`config.mk`:
```
export PLATFORM = sky130hd
export DESIGN_NAME = timer_apb_regs
export DESIGN_NICKNAME = d
export VERILOG_FILES = /design/src/rtl/timer_pkg.sv /design/src/rtl/apb_wait_ctrl.sv /design/src/rtl/timer_apb_regs.sv
export SDC_FILE = /design/constraint.sdc
export NUM_CORES = 1
export LEC_CHECK = 0
export ABC_CLOCK_PERIOD_IN_PS = 2100
export CORE_MARGIN = 2
export CORE_UTILIZATION = 30
export CTS_CLUSTER_DIAMETER = 100
export DETAILED_ROUTE_END_ITERATION = 8
export PLACE_DENSITY_LB_ADDON = 0.08
export SYNTH_ARGS = -nofsm -noshare
export SYNTH_HDL_FRONTEND = slang
export SYNTH_SLANG_ARGS = --single-unit
```
`constraint.sdc`:
```
create_clock -name pclk -period 2.1 [get_ports pclk]
set_clock_uncertainty 0.2 [all_clocks]
set_input_delay 0.21 -clock pclk [delete_from_list [all_inputs] [get_ports pclk]]
set_output_delay 0.21 -clock pclk [all_outputs]
set_load 0.01 [all_outputs]
```
`src/rtl/timer_pkg.sv`:
```
// Shared constants for the 8-bit timer register block: address map, TCR/TSR bit positions,
// writable-bit masks and reset values.
`timescale 1ns/1ps
package timer_pkg;

  localparam logic [2:0] ADDR_TDR  = 3'd0;
  localparam logic [2:0] ADDR_TCR  = 3'd1;
  localparam logic [2:0] ADDR_TSR  = 3'd2;
  localparam logic [2:0] ADDR_TIER = 3'd3;
  localparam logic [2:0] ADDR_TCNT = 3'd4;

  localparam int TCR_LOAD      = 7;
  localparam int TCR_DW        = 5;
  localparam int TCR_EN        = 4;
  localparam int TCR_CLKSEL_HI = 1;
  localparam int TCR_CLKSEL_LO = 0;

  localparam int TSR_OVF = 0;
  localparam int TSR_UDF = 1;

  // Unimplemented bits are masked on write so they always read back as 0.
  localparam logic [7:0] TCR_MASK  = 8'hB3;
  localparam logic [7:0] TIER_MASK = 8'h03;

  localparam logic [7:0] TDR_RST  = 8'h00;
  localparam logic [7:0] TCR_RST  = 8'h00;
  localparam logic [1:0] TSR_RST  = 2'b00;
  localparam logic [7:0] TIER_RST = 8'h00;

  // Sticky flag update: an event in the same cycle beats a software clear.
  function automatic logic tsr_bit_next(input logic cur, input logic set, input logic clr);
    return set | (cur & ~clr);
  endfunction

endpackage

```
`src/rtl/apb_wait_ctrl.sv`:
```
// APB access-phase timing: wait-state counter, pready/pslverr and the qualified
// read/write strobes used by the register file.
`timescale 1ns/1ps
module apb_wait_ctrl #(
  parameter int WAIT_STATES = 0
) (
  input  logic pclk,
  input  logic presetn,
  input  logic psel,
  input  logic penable,
  input  logic pwrite,
  input  logic acc_err,
  output logic pready,
  output logic pslverr,
  output logic wr_stb,
  output logic rd_stb
);

  localparam logic [2:0] WS = 3'(WAIT_STATES);

  logic [2:0] wait_cnt_reg;
  logic       access;

  assign access  = psel & penable;
  assign pready  = access & (wait_cnt_reg == WS);
  assign pslverr = pready & acc_err;
  assign wr_stb  = pready & pwrite & ~acc_err;
  assign rd_stb  = access & ~pwrite & ~acc_err;

  // Counter is 0 in the first access cycle and parks at 0 between transfers.
  always_ff @(posedge pclk or negedge presetn) begin
    if (!presetn) begin
      wait_cnt_reg <= '0;
    end else if (!psel || pready) begin
      wait_cnt_reg <= '0;
    end else if (access) begin
      wait_cnt_reg <= wait_cnt_reg + 3'd1;
    end
  end

endmodule

```
`src/rtl/timer_apb_regs.sv`:
```
// APB register block for the 8-bit timer: TDR/TCR/TSR/TIER/TCNT decode, sticky
// overflow/underflow flags and the level timer interrupt.
`timescale 1ns/1ps
module timer_apb_regs
  import timer_pkg::*;
#(
  parameter int WAIT_STATES = 0,
  parameter int ADDR_W      = 8
) (
  input  logic              pclk,
  input  logic              presetn,
  input  logic              psel,
  input  logic              penable,
  input  logic              pwrite,
  input  logic [ADDR_W-1:0] paddr,
  input  logic [7:0]        pwdata,
  output logic [7:0]        prdata,
  output logic              pready,
  output logic              pslverr,
  input  logic [7:0]        cnt_val,
  input  logic              ovf_evt,
  input  logic              udf_evt,
  output logic [7:0]        tdr,
  output logic              tcr_load,
  output logic              tcr_dw,
  output logic              tcr_en,
  output logic [1:0]        tcr_clksel,
  output logic              tmr_irq
);

  logic [7:0] tdr_reg;
  logic [7:0] tcr_reg;
  logic [7:0] tier_reg;
  logic [1:0] tsr_reg;
  logic [1:0] tsr_next;
  logic [1:0] evt;
  logic [2:0] reg_addr;
  logic       acc_err;
  logic       wr_stb;
  logic       rd_stb;
  logic       wr_tsr;
  logic [7:0] rdata_mux;

  assign reg_addr = paddr[2:0];
  // Any address above TCNT (including non-zero upper bits) errors, as does writing TCNT.
  assign acc_err  = (paddr > ADDR_W'(ADDR_TCNT)) |
                    (pwrite & (paddr == ADDR_W'(ADDR_TCNT)));

  apb_wait_ctrl #(
    .WAIT_STATES (WAIT_STATES)
  ) u_wait_ctrl (
    .pclk    (pclk),
    .presetn (presetn),
    .psel    (psel),
    .penable (penable),
    .pwrite  (pwrite),
    .acc_err (acc_err),
    .pready  (pready),
    .pslverr (pslverr),
    .wr_stb  (wr_stb),
    .rd_stb  (rd_stb)
  );

  always_ff @(posedge pclk or negedge presetn) begin
    if (!presetn) begin
      tdr_reg  <= TDR_RST;
      tcr_reg  <= TCR_RST;
      tier_reg <= TIER_RST;
    end else if (wr_stb) begin
      case (reg_addr)
        ADDR_TDR:  tdr_reg  <= pwdata;
        ADDR_TCR:  tcr_reg  <= pwdata & TCR_MASK;
        ADDR_TIER: tier_reg <= pwdata & TIER_MASK;
        default:   ;
      endcase
    end
  end

  assign wr_tsr = wr_stb & (reg_addr == ADDR_TSR);
  assign evt[TSR_OVF] = ovf_evt;
  assign evt[TSR_UDF] = udf_evt;

  // Write-0-to-clear per flag; writing 1 leaves the flag alone.
  generate
    for (genvar gi = 0; gi < 2; gi++) begin : g_tsr
      assign tsr_next[gi] = tsr_bit_next(tsr_reg[gi], evt[gi], wr_tsr & ~pwdata[gi]);
    end
  endgenerate

  always_ff @(posedge pclk or negedge presetn) begin
    if (!presetn) begin
      tsr_reg <= TSR_RST;
    end else begin
      tsr_reg <= tsr_next;
    end
  end

  always_comb begin
    rdata_mux = 8'h00;
    case (reg_addr)
      ADDR_TDR:  rdata_mux = tdr_reg;
      ADDR_TCR:  rdata_mux = tcr_reg;
      ADDR_TSR:  rdata_mux = {6'b0, tsr_reg};
      ADDR_TIER: rdata_mux = tier_reg;
      ADDR_TCNT: rdata_mux = cnt_val;
      default:   rdata_mux = 8'h00;
    endcase
  end

  assign prdata     = rd_stb ? rdata_mux : 8'h00;
  assign tdr        = tdr_reg;
  assign tcr_load   = tcr_reg[TCR_LOAD];
  assign tcr_dw     = tcr_reg[TCR_DW];
  assign tcr_en     = tcr_reg[TCR_EN];
  assign tcr_clksel = tcr_reg[TCR_CLKSEL_HI:TCR_CLKSEL_LO];
  assign tmr_irq    = |(tsr_reg & tier_reg[1:0]);

endmodule

```
# ---- Word level (Yosys, flattened, before mapping)
# Index checks and enable logic that the tools add are counted.
dict set report op_classes {
  addsub 1
  n_lt_le_gt_ge 1
  n_eq_ne 5
  mux 4
  n_bitwise 23
  n_reduce_logical 9
}
# cell count
set ops {}
lappend ops {{$pmux 8 s5} 1}
lappend ops {{$and 1x1->1} 13}
lappend ops {{$eq 8x3->1 const B} 1}
lappend ops {{$gt 8x3->1 const B} 1}
lappend ops {{$mux 8} 1}
lappend ops {{$eq 3x2->1 const B} 2}
lappend ops {{$logic_not 3->1} 2}
lappend ops {{$mux 3} 2}
lappend ops {{$not 1->1} 6}
lappend ops {{$reduce_and 2->1} 3}
lappend ops {{$add 3x1->3 const B} 1}
lappend ops {{$eq 3x1->1 const B} 1}
lappend ops {{$eq 3x3->1 const B} 1}
lappend ops {{$or 1x1->1} 3}
lappend ops {{$and 2x2->2} 1}
lappend ops {{$reduce_bool 2->1} 1}
lappend ops {{$reduce_or 2->1} 1}
lappend ops {{$logic_not 1->1} 1}
lappend ops {{$logic_or 1x1->1} 1}
dict set report totals {
  ff_bits 20
  inputBits 31
  out_inout_bits 24
}

# ---- Longest topological paths before layout
# Gate-level depths: netlist (run 1).
dict set report depth {
  depth_word 10
  depth_mapped 5
  ltp_nobuf 5
}

# ---- By module
# A second synthesis (run 1) with hierarchy kept.
dict set report unflattened {
  hier_cells 104
  area_unflattened_um2 1183.6
}
# module instances cells_per_inst area_each_um2
set by_module_without_submodules {}
lappend by_module_without_submodules {timer_apb_regs 1 82 970.9}
lappend by_module_without_submodules {apb_wait_ctrl 1 22 212.7}

# ---- Least setup slack after synthesis (run 1)
# OpenSTA, ideal clock, no wires.
dict set report synth_timing {
  kind {flip-flop to flip-flop}
  startpoint {register u_wait_ctrl.wait_cnt_reg[0]}
  endpoint {register tdr_reg[0], in the netlist tdr[0]}
  arrival_time_ns 1.741
  required_time_ns 1.775
  path_slack_ns 0.035
  stages_incl_launch_ff 6
  synth_period_minus_slack_ns 2.065
  cell_sequence {dfrtp_1 inv_1 ha_1 nand4b_2 nor4_4 mux2_2}
}
dict set report synth_between {
  elab_chain_cells 5
}
# item line_no
set synth_rtl {}
lappend synth_rtl {{from (decl)} apb_wait_ctrl.sv:21} ;# logic [2:0] wait_cnt_reg;
lappend synth_rtl {{from (signal assigned)} apb_wait_ctrl.sv:37} ;# wait_cnt_reg <= wait_cnt_reg + 3'd1;
lappend synth_rtl {{$logic_not 3->1} apb_wait_ctrl.sv:25} ;# assign pready = access & (wait_cnt_reg == WS);
lappend synth_rtl {{$and 1x1->1} apb_wait_ctrl.sv:25}
lappend synth_rtl {{$and 1x1->1 (2 in a row)} apb_wait_ctrl.sv:27} ;# assign wr_stb = pready & pwrite & ~acc_err;
lappend synth_rtl {{$reduce_and 2->1 (no source line)} n/a}
lappend synth_rtl {{to (signal assigned)} timer_apb_regs.sv:71} ;# ADDR_TDR: tdr_reg <= pwdata;
lappend synth_rtl {{to (decl)} timer_apb_regs.sv:31} ;# logic [7:0] tdr_reg;
# No other way between the ends.
# A chain may end at the register's enable or synchronous reset.

# ---- Worst setup path after layout (run 1)
dict set report layout_timing {
  startpoint {input paddr[7]}
  endpoint {register tier_reg[0]}
}
dict set report layout_between {
  elab_chain_cells 6
}
# item line_no
set layout_rtl {}
lappend layout_rtl {{from (decl)} timer_apb_regs.sv:15} ;# input logic [ADDR_W-1:0] paddr,
lappend layout_rtl {{branches (longest 2 deep; another with $gt 8x3->1)} n/a}
lappend layout_rtl {{$or 1x1->1 (*)} timer_apb_regs.sv:46} ;# assign acc_err = (paddr > ADDR_W'(ADDR_TCNT)) |
lappend layout_rtl {{$not 1->1 (*)} apb_wait_ctrl.sv:27}
lappend layout_rtl {{$and 1x1->1 (*)} apb_wait_ctrl.sv:27}
lappend layout_rtl {{$reduce_and 2->1 (no source line) (*)} n/a}
lappend layout_rtl {{to (signal assigned)} timer_apb_regs.sv:73} ;# ADDR_TIER: tier_reg <= pwdata & TIER_MASK;
lappend layout_rtl {{to (decl)} timer_apb_regs.sv:33} ;# logic [7:0] tier_reg;
# Every way passes the cells marked *.

==> results.txt, run 1 <==
----------------------------------------------------
[Placed design]
  Global placer's final weighted congestion ... around 0.73
  # port buffers ... 54
  Post-place instance area ... 1970 sq um
  Post-placement setup slack ... -0.344 ns
  Post-DP HPWL ... 2840 microns

[Logic synthesis]
  Primary FF master, synth ... sky130_fd_sc_hd__dfrtp_1
  Avg Cell Area, Syn ... between 10 and 15 sq um
  Synthesis Warnings ... 0
  Gate count of the mapped netlist ... 114
  Flip-flop and latch count after synthesis ... 20
  Synthesized netlist net count ... around 150
  Count of flip-flops with a built-in enable after synthesis ... 0
  Asr flop ratio synth ... 1.00
  Post-synth cell types ... 36
  Share of synthesized area occupied by flip-flops and latches ... 0.407
  Synthesized area ... about 1200 sq um

[Pwr]
  Worst supply voltage drop on vdd ... 0.000254 V
  Switching portion of total power ... 0.241
  Cell internal pwr ... 619 uW
  Leakage Power ... 0.980 nW
  Total power per unit cell area ... 390 nW/um^2
  Sequential power share ... 0.481
  Power share of the clock group ... 0.306
  Sw Pwr ... 197 uW
  Share of power burned in combinational logic ... 0.214

[Cells and area]
  Ratio of cells with drive above 1 in the final layout ... 0.298
  Area Growth Syn to Fin ... 70.2%
  Count of inserted antenna diode cells ... 0
  Post-layout net count ... 226
  Design area ... 2090 sq um
  Max reg flops ... 8

[Detailed routing]
  Remaining antenna violation count ... 0
  Vias per cell ... between 5 and 6
  Post-route DRC violation count ... 0
  Pre-Repair DR Iteration Count ... 4
  Iteration-0 DRC count of the detailed router ... 28
  Routed wire length per instance ... between 15 and 20 microns
  Vias after detailed routing ... roughly 1.2k
  Post-Route WL ... around 3700 microns

[Worst setup path]
  Setup slack of the worst register-to-register path ... 0.06 ns
  CP max stage cell ... sky130_fd_sc_hd__or3_2
  Start point of the critical path ... paddr[7]
  Data required time of the critical path ... between 2 and 2.5 ns
  Critical path class ... in -> reg
  Maximum fanout along the worst path ... 4
  Kind of start point of the critical path ... input port
  Dominant delay contributor by cell family on the critical path ... simple AND/OR/NAND/NOR gates
  Buf+Inv Stages, Crit Path ... 2
  Crit-path cells ... clkdlybuf4s50_1 > or3_2 > nor4_2 > buf_4 > mux2_2
  Crit. End Element ... flip-flop
  Arrival @ worst endpoint ... 2.00 ns
  Startpoint of the worst register-to-register path ... u_wait_ctrl.wait_cnt_reg[0]
  Delay contributed by the slowest stage of the critical path ... 0.58 ns

[CTS]
  Cell chosen for the clock root ... sky130_fd_sc_hd__clkbuf_8
  Maximum level of the CTS H-tree ... 1
  Clock latency reported for the late side of the worst-skew pair ... 0.25 ns
  TritonCTS clock tree ... yes
  CTS buffer count ... 3
  Number of buffers on the longest clock path ... 2
  Count of clock tree sinks ... 20
  Clock Pin Slew Worst Setup and Hold Paths ... 0.07 ns

[Die]
  Standard-cell row count ... 23
  Vert. Die Dim ... 68.0 microns
  Width of the die ... 68.0 microns
  Initial core utilization ... 0.309
  Count of pins on the block boundary ... 55
  Die area ... about 4600 sq um
  Total core area ... between 3000 and 4000 sq um

[Timing]
  Count of final hold-check violations ... 0
  Final-layout setup total negative slack ... 0 ns
  Final count of pins violating max slew ... 0
  Max-Slew Margin vs Limit ... 0.793
  Final setup fails ... 0
  Transition time at the pin with the least slew margin ... 0.310 ns
  Minimum period implied by the final worst setup slack ... just over 2 ns
  Portion of the clock cycle consumed by the worst path in the final layout ... 0.983
  RSZ-0062 raised after global routing ... true
  Worst setup margin ... 0.0367 ns
  Achievable clock frequency ... 485 MHz

[GRT]
  Pin count of the biggest net entering global routing ... 21
  First-pass GRT wire length ... 5760 microns
  Initial antenna violation count ... 0
  Via count of the first global-routing pass ... 1214
  Total grt overflow ... 0
  Global-route total usage across every layer ... 0.169

[Job]
  # Max-Cap Violations ... 0

[Hold path]
  Path class of the lowest-slack min-delay path ... in -> async

[Run status]
  Result of the run ... finished clean

----------------------------------------------------
==> placed cells by master (no fill, tap or decap), drive strengths merged, types with 2 or more instances in the layout <==
cell type       n
clkdlybuf4s50  40
buf            24
dfrtp          20
mux2           15
nor2           13
mux2i          11
dlygate4sd2    11
nor3            8
nand2           4
nor4            4
a2bb2oi         3
clkbuf          3
inv             3
nor2b           3
nand2b          2
o311a           2
a21oi           2
clkdlybuf4s15   2
nand4b          2
ha              2
==> power by group through the flow <==
| stage | Sequential [mW] | Clock (mW) | Combinational (mW) |
|---|---|---|---|
| floorplan | 0.401 | 0 | 0.0529 |
| global placement | 0.400 | 0 | 0.167 |
| detailed placement | 0.400 | 0 | 0.169 |
| CTS | 0.392 | 0.263 | 0.173 |
| global route | 0.393 | 0.281 | 0.188 |
| finish | 0.392 | 0.249 | 0.174 |
==> layout make-up <==
cell class                      count  area [sq um]
Clock buffer                        3          41.3
Fill cell                         384          1880
Inverter                            3          11.3
Multi-Input combinational cell     87           747
Sequential cell                    20           500
Tap cell                           50          62.6
Timing Repair Buffer               78           728
==> worst register-to-register path: stages, from the launching register on <==
cell and delay [ns]:
sky130_fd_sc_hd__dfrtp_1 0.39, sky130_fd_sc_hd__inv_2 0.08, sky130_fd_sc_hd__ha_4 0.15, sky130_fd_sc_hd__nand4b_4 0.17, sky130_fd_sc_hd__buf_6 0.17, sky130_fd_sc_hd__nor4_4 0.27
sky130_fd_sc_hd__buf_6 0.16, sky130_fd_sc_hd__mux2_2 0.33
==> per-layer routing <==
metal,track usage,vias to the layer above,routed length (microns)
met5,0,-,0
met4,0.0675,0,44
met3,0.0362,4,212
met2,0.286,37,1860
met1,0.209,589,1600
li1,-,579,-
==> repair_timing <==
item / CTS / global route
endpoints found under the setup margin: 22 / 11
gates resized for setup: 27 / 5
gates cloned: 0 / 0
hold buffers: 0 / 0
buffers inserted: 1 / 2
pin swaps: 3 / 1
==> Yosys cell counts, types with 2 or more instances <==
cell type	n	area share
sky130_fd_sc_hd__ha_1	2	0.020
sky130_fd_sc_hd__nor2b_1	3	0.015
sky130_fd_sc_hd__inv_1	3	0.0092
sky130_fd_sc_hd__a2bb2oi_1	3	0.021
sky130_fd_sc_hd__buf_1	2	0.0061
sky130_fd_sc_hd__a21oi_1	2	0.0081
sky130_fd_sc_hd__nand2_1	4	0.012
sky130_fd_sc_hd__dfrtp_1	20	0.41
sky130_fd_sc_hd__nor2_1	13	0.040
sky130_fd_sc_hd__nor3_1	8	0.033
sky130_fd_sc_hd__mux2i_1	11	0.090
sky130_fd_sc_hd__mux2_2	15	0.14
sky130_fd_sc_hd__nand2b_1	2	0.010
sky130_fd_sc_hd__o311a_1	2	0.016
sky130_fd_sc_hd__nor4_4	2	0.035
sky130_fd_sc_hd__nor4_1	2	0.010
==> stage by stage <==
step	std cells	hold slack, ns	power (mW)	utilization
finish	241	0.0953	0.816	0.526
global route	241	0.119	0.862	0.526
CTS	239	0.108	0.828	0.518
detailed placement	235	0.331	0.569	0.497
global placement	235	0.322	0.567	0.497
floorplan	114	-0.286	0.454	-
==> final timing paths <==
kind / endpoint / cells after the start
worst max-delay path: tier_reg[0] / 5
worst min-delay path: tdr[6] / 2
worst max register to register: tcr_reg[0] / 7
worst min register to register: tdr[6] / 1
max in group asynchronous: tcr_reg[0] / 2
min in group pclk: tdr[6] / 1
==> cells by family (layout without fill, tap and decap cells) <==
logic type / count (synthesis) / count (layout) / synth area share
fa+ha+maj: 2 / 2 / 0.0204
compound gates: 12 / 12 / 0.0754
flops: 20 / 20 / 0.407
simple gates: 47 / 47 / 0.247
mux: 26 / 26 / 0.227
buf+inv: 7 / 84 / 0.0224
No activity file was read; power rests on OpenSTA's default activity.
==> inputs of run 2 (changes only) <==
--- a/config.mk
+++ b/config.mk
@@ -6,6 +6,7 @@
 export NUM_CORES = 1
 export LEC_CHECK = 0
 export ABC_CLOCK_PERIOD_IN_PS = 2100
+export CORE_ASPECT_RATIO = 2
 export CORE_MARGIN = 2
 export CORE_UTILIZATION = 30
 export CTS_CLUSTER_DIAMETER = 100
==> results.txt, run 2 (synthesis results as in run 1) <==
----------------------------------------------------
[CTS]
  Count of clock tree sinks ... 20 (unchanged)
  Maximum level of the CTS H-tree ... 1 (unchanged)
  TritonCTS clock tree ... yes (unchanged)
  CTS buffer count ... 3 (unchanged)
  Clock latency reported for the late side of the worst-skew pair ... 0.26 ns (was 0.25 ns)
  Hold-fix buffers, CTS ... 0 (unchanged)
  Clock Pin Slew Worst Setup and Hold Paths ... 0.07 ns (about the same)
  Cell chosen for the clock root ... sky130_fd_sc_hd__clkbuf_8 (unchanged)
  Number of buffers on the longest clock path ... 2 (unchanged)

[Pwr]
  Worst supply voltage drop on vdd ... 0.000390 V (was 0.000254 V)
  Design Power ... 859 uW (was 816 uW)
  Leakage Power ... 0.983 nW (was 0.980 nW)
  Total power per unit cell area ... 406 nW/um^2 (was 390 nW/um^2)

[Detailed routing]
  Post-route DRC violation count ... 0 (unchanged)
  Vias after detailed routing ... 1165 (was 1209)
  Iteration-0 DRC count of the detailed router ... 11 (was 28)
  Routed wire length per instance ... 14.0 microns (was 15.4 microns)
  Remaining antenna violation count ... 0 (unchanged)
  Post-Route WL ... 3380 microns (was 3710 microns)
  Pre-Repair DR Iteration Count ... 4 (unchanged)
  Vias per cell ... 4.81 (was 5.02)

[Timing]
  Final setup fails ... 0 (unchanged)
  Achievable clock frequency ... 499 MHz (was 485 MHz)
  Portion of the clock cycle consumed by the worst path in the final layout ... 0.954 (was 0.983)
  Final count of pins violating max slew ... 0 (unchanged)
  RSZ-0062 raised after global routing ... true (unchanged)
  Final-layout setup total negative slack ... 0 ns (unchanged)
  Minimum period implied by the final worst setup slack ... 2.00 ns (was 2.06 ns)
  Transition time at the pin with the least slew margin ... 0.273 ns (was 0.310 ns)
  Count of final hold-check violations ... 0 (unchanged)
  Max-Slew Margin vs Limit ... 0.817 (was 0.793)

[Die]
  Initial core utilization ... 0.307 (was 0.309)
  Standard-cell row count ... 33 (was 23)
  Die area ... 4650 sq um (was 4620 sq um)
  Total core area ... 4010 sq um (was 3970 sq um)
  Count of pins on the block boundary ... 55 (unchanged)
  Vert. Die Dim ... 94.5 microns (was 68.0 microns)
  Width of the die ... 49.3 microns (was 68.0 microns)

[Cells and area]
  Post-layout net count ... 224 (was 226)
  Area Growth Syn to Fin ... 72.1% (was 70.2%)
  Fill cell count ... 389 (was 384)
  Area occupied by multi-input gates ... 761 sq um (was 747 sq um)
  Commonest cells after routing, fill and taps aside ... sky130_fd_sc_hd__clkdlybuf4s50_1, sky130_fd_sc_hd__dfrtp_1, sky130_fd_sc_hd__buf_4, sky130_fd_sc_hd__mux2_2, sky130_fd_sc_hd__nor2_1 (unchanged)
  Most frequent standard cell in the layout excluding fill and tap cells ... sky130_fd_sc_hd__clkdlybuf4s50_1 (unchanged)
  Ratio of cells with drive above 1 in the final layout ... 0.332 (was 0.298)
  Max reg flops ... 8 (unchanged)
  Count of inserted antenna diode cells ... 0 (unchanged)
  Register area ... 500 sq um (unchanged)

[Worst setup path]
  Kind of start point of the critical path ... input port (unchanged)
  Crit. End Element ... output port (was flip-flop)
  Maximum fanout along the worst path ... 3 (was 4)
  Arrival @ worst endpoint ... 1.59 ns (was 2.00 ns)
  Critical path class ... in -> out (was in -> reg)
  Data required time of the critical path ... 1.69 ns (was 2.04 ns)

[GRT]
  Global-route total usage across every layer ... 0.157 (was 0.169)
  Via count of the first global-routing pass ... 1255 (was 1214)
  Pin count of the biggest net entering global routing ... 21 (unchanged)
  First-pass GRT wire length ... 5740 microns (was 5760 microns)
  Total grt overflow ... 0 (unchanged)
  Initial antenna violation count ... 0 (unchanged)

[Job]
  # Max-Cap Violations ... 0 (unchanged)

[Run status]
  Result of the run ... finished clean (unchanged)

[Placed design]
  Global placer's final weighted congestion ... 0.735 (was 0.727)
  # port buffers ... 54 (unchanged)
  Post-DP HPWL ... 2620 microns (was 2840 microns)

[Hold path]
  Path class of the lowest-slack min-delay path ... in -> async (unchanged)

----------------------------------------------------
run 2: critical path, cell delays in order:
cell,delay (ns)
sky130_fd_sc_hd__clkdlybuf4s50_1,0.44
sky130_fd_sc_hd__nor3_2,0.22
sky130_fd_sc_hd__buf_4,0.15
sky130_fd_sc_hd__nand3_2,0.12
sky130_fd_sc_hd__nor3_1,0.21
sky130_fd_sc_hd__clkdlybuf4s15_2,0.24
run 2: what timing repair did:
item | in CTS | in global routing
resized for setup | 32 | 12
buffers inserted | 3 | 0
setup endpoints to repair | 23 | 20
pin swaps | 2 | 2
run 2: per-stage QoR:
step                      worst slack [ns]  hold slack (ns)  cell area [sq um]  utilization  instances
after floorplan                     0.0346           -0.286               1230            -        114
after CTS                         0.000620           0.0888               2090        0.521        242
after detailed placement            -0.329            0.326               1970        0.493        235
after global placement              -0.292            0.315               1970        0.493        235
after global routing               -0.0133            0.103               2110        0.528        242
final                               0.0974           0.0869               2110        0.528        242
run 2: worst paths after layout:
| path | from | end | slack [ns] | depth (start not counted) |
|---|---|---|---|---|
| worst max-delay path | paddr[5] | prdata[4] | 0.1 | 6 |
| worst min-delay path | presetn | u_wait_ctrl.wait_cnt_reg[2] | 0.09 | 2 |
| worst max register to register | u_wait_ctrl.wait_cnt_reg[1] | tcr_reg[1] | 0.11 | 7 |
| worst min register to register | tdr[6] | tdr[6] | 0.33 | 1 |
| max in group asynchronous | presetn | tdr[7] | 1.39 | 2 |
| min in group pclk | psel | u_wait_ctrl.wait_cnt_reg[0] | 0.32 | 3 |
run 2: metal layers:
| metal | wire length [microns] | GRT usage |
|---|---|---|
| met5 | 0 | 0 |
| met3 | 169 | 0.0285 |
| met4 | 34 | 0.0500 |
| met1 | 1460 | 0.188 |
| met2 | 1720 | 0.277 |
run 2: power by group:
part           switching [mW]  internal (mW)
Combinational          0.0710          0.103
Sequential            0.00322          0.389
Clock                   0.126          0.167
run 2: layout make-up:
cell class | instances | share of cell area
clock buffer | 4 | 0.0260
inverter | 3 | 0.00533
multi-input combinational | 87 | 0.360
sequential | 20 | 0.237
tap | 52 | 0.0308
timing repair buffer | 76 | 0.341
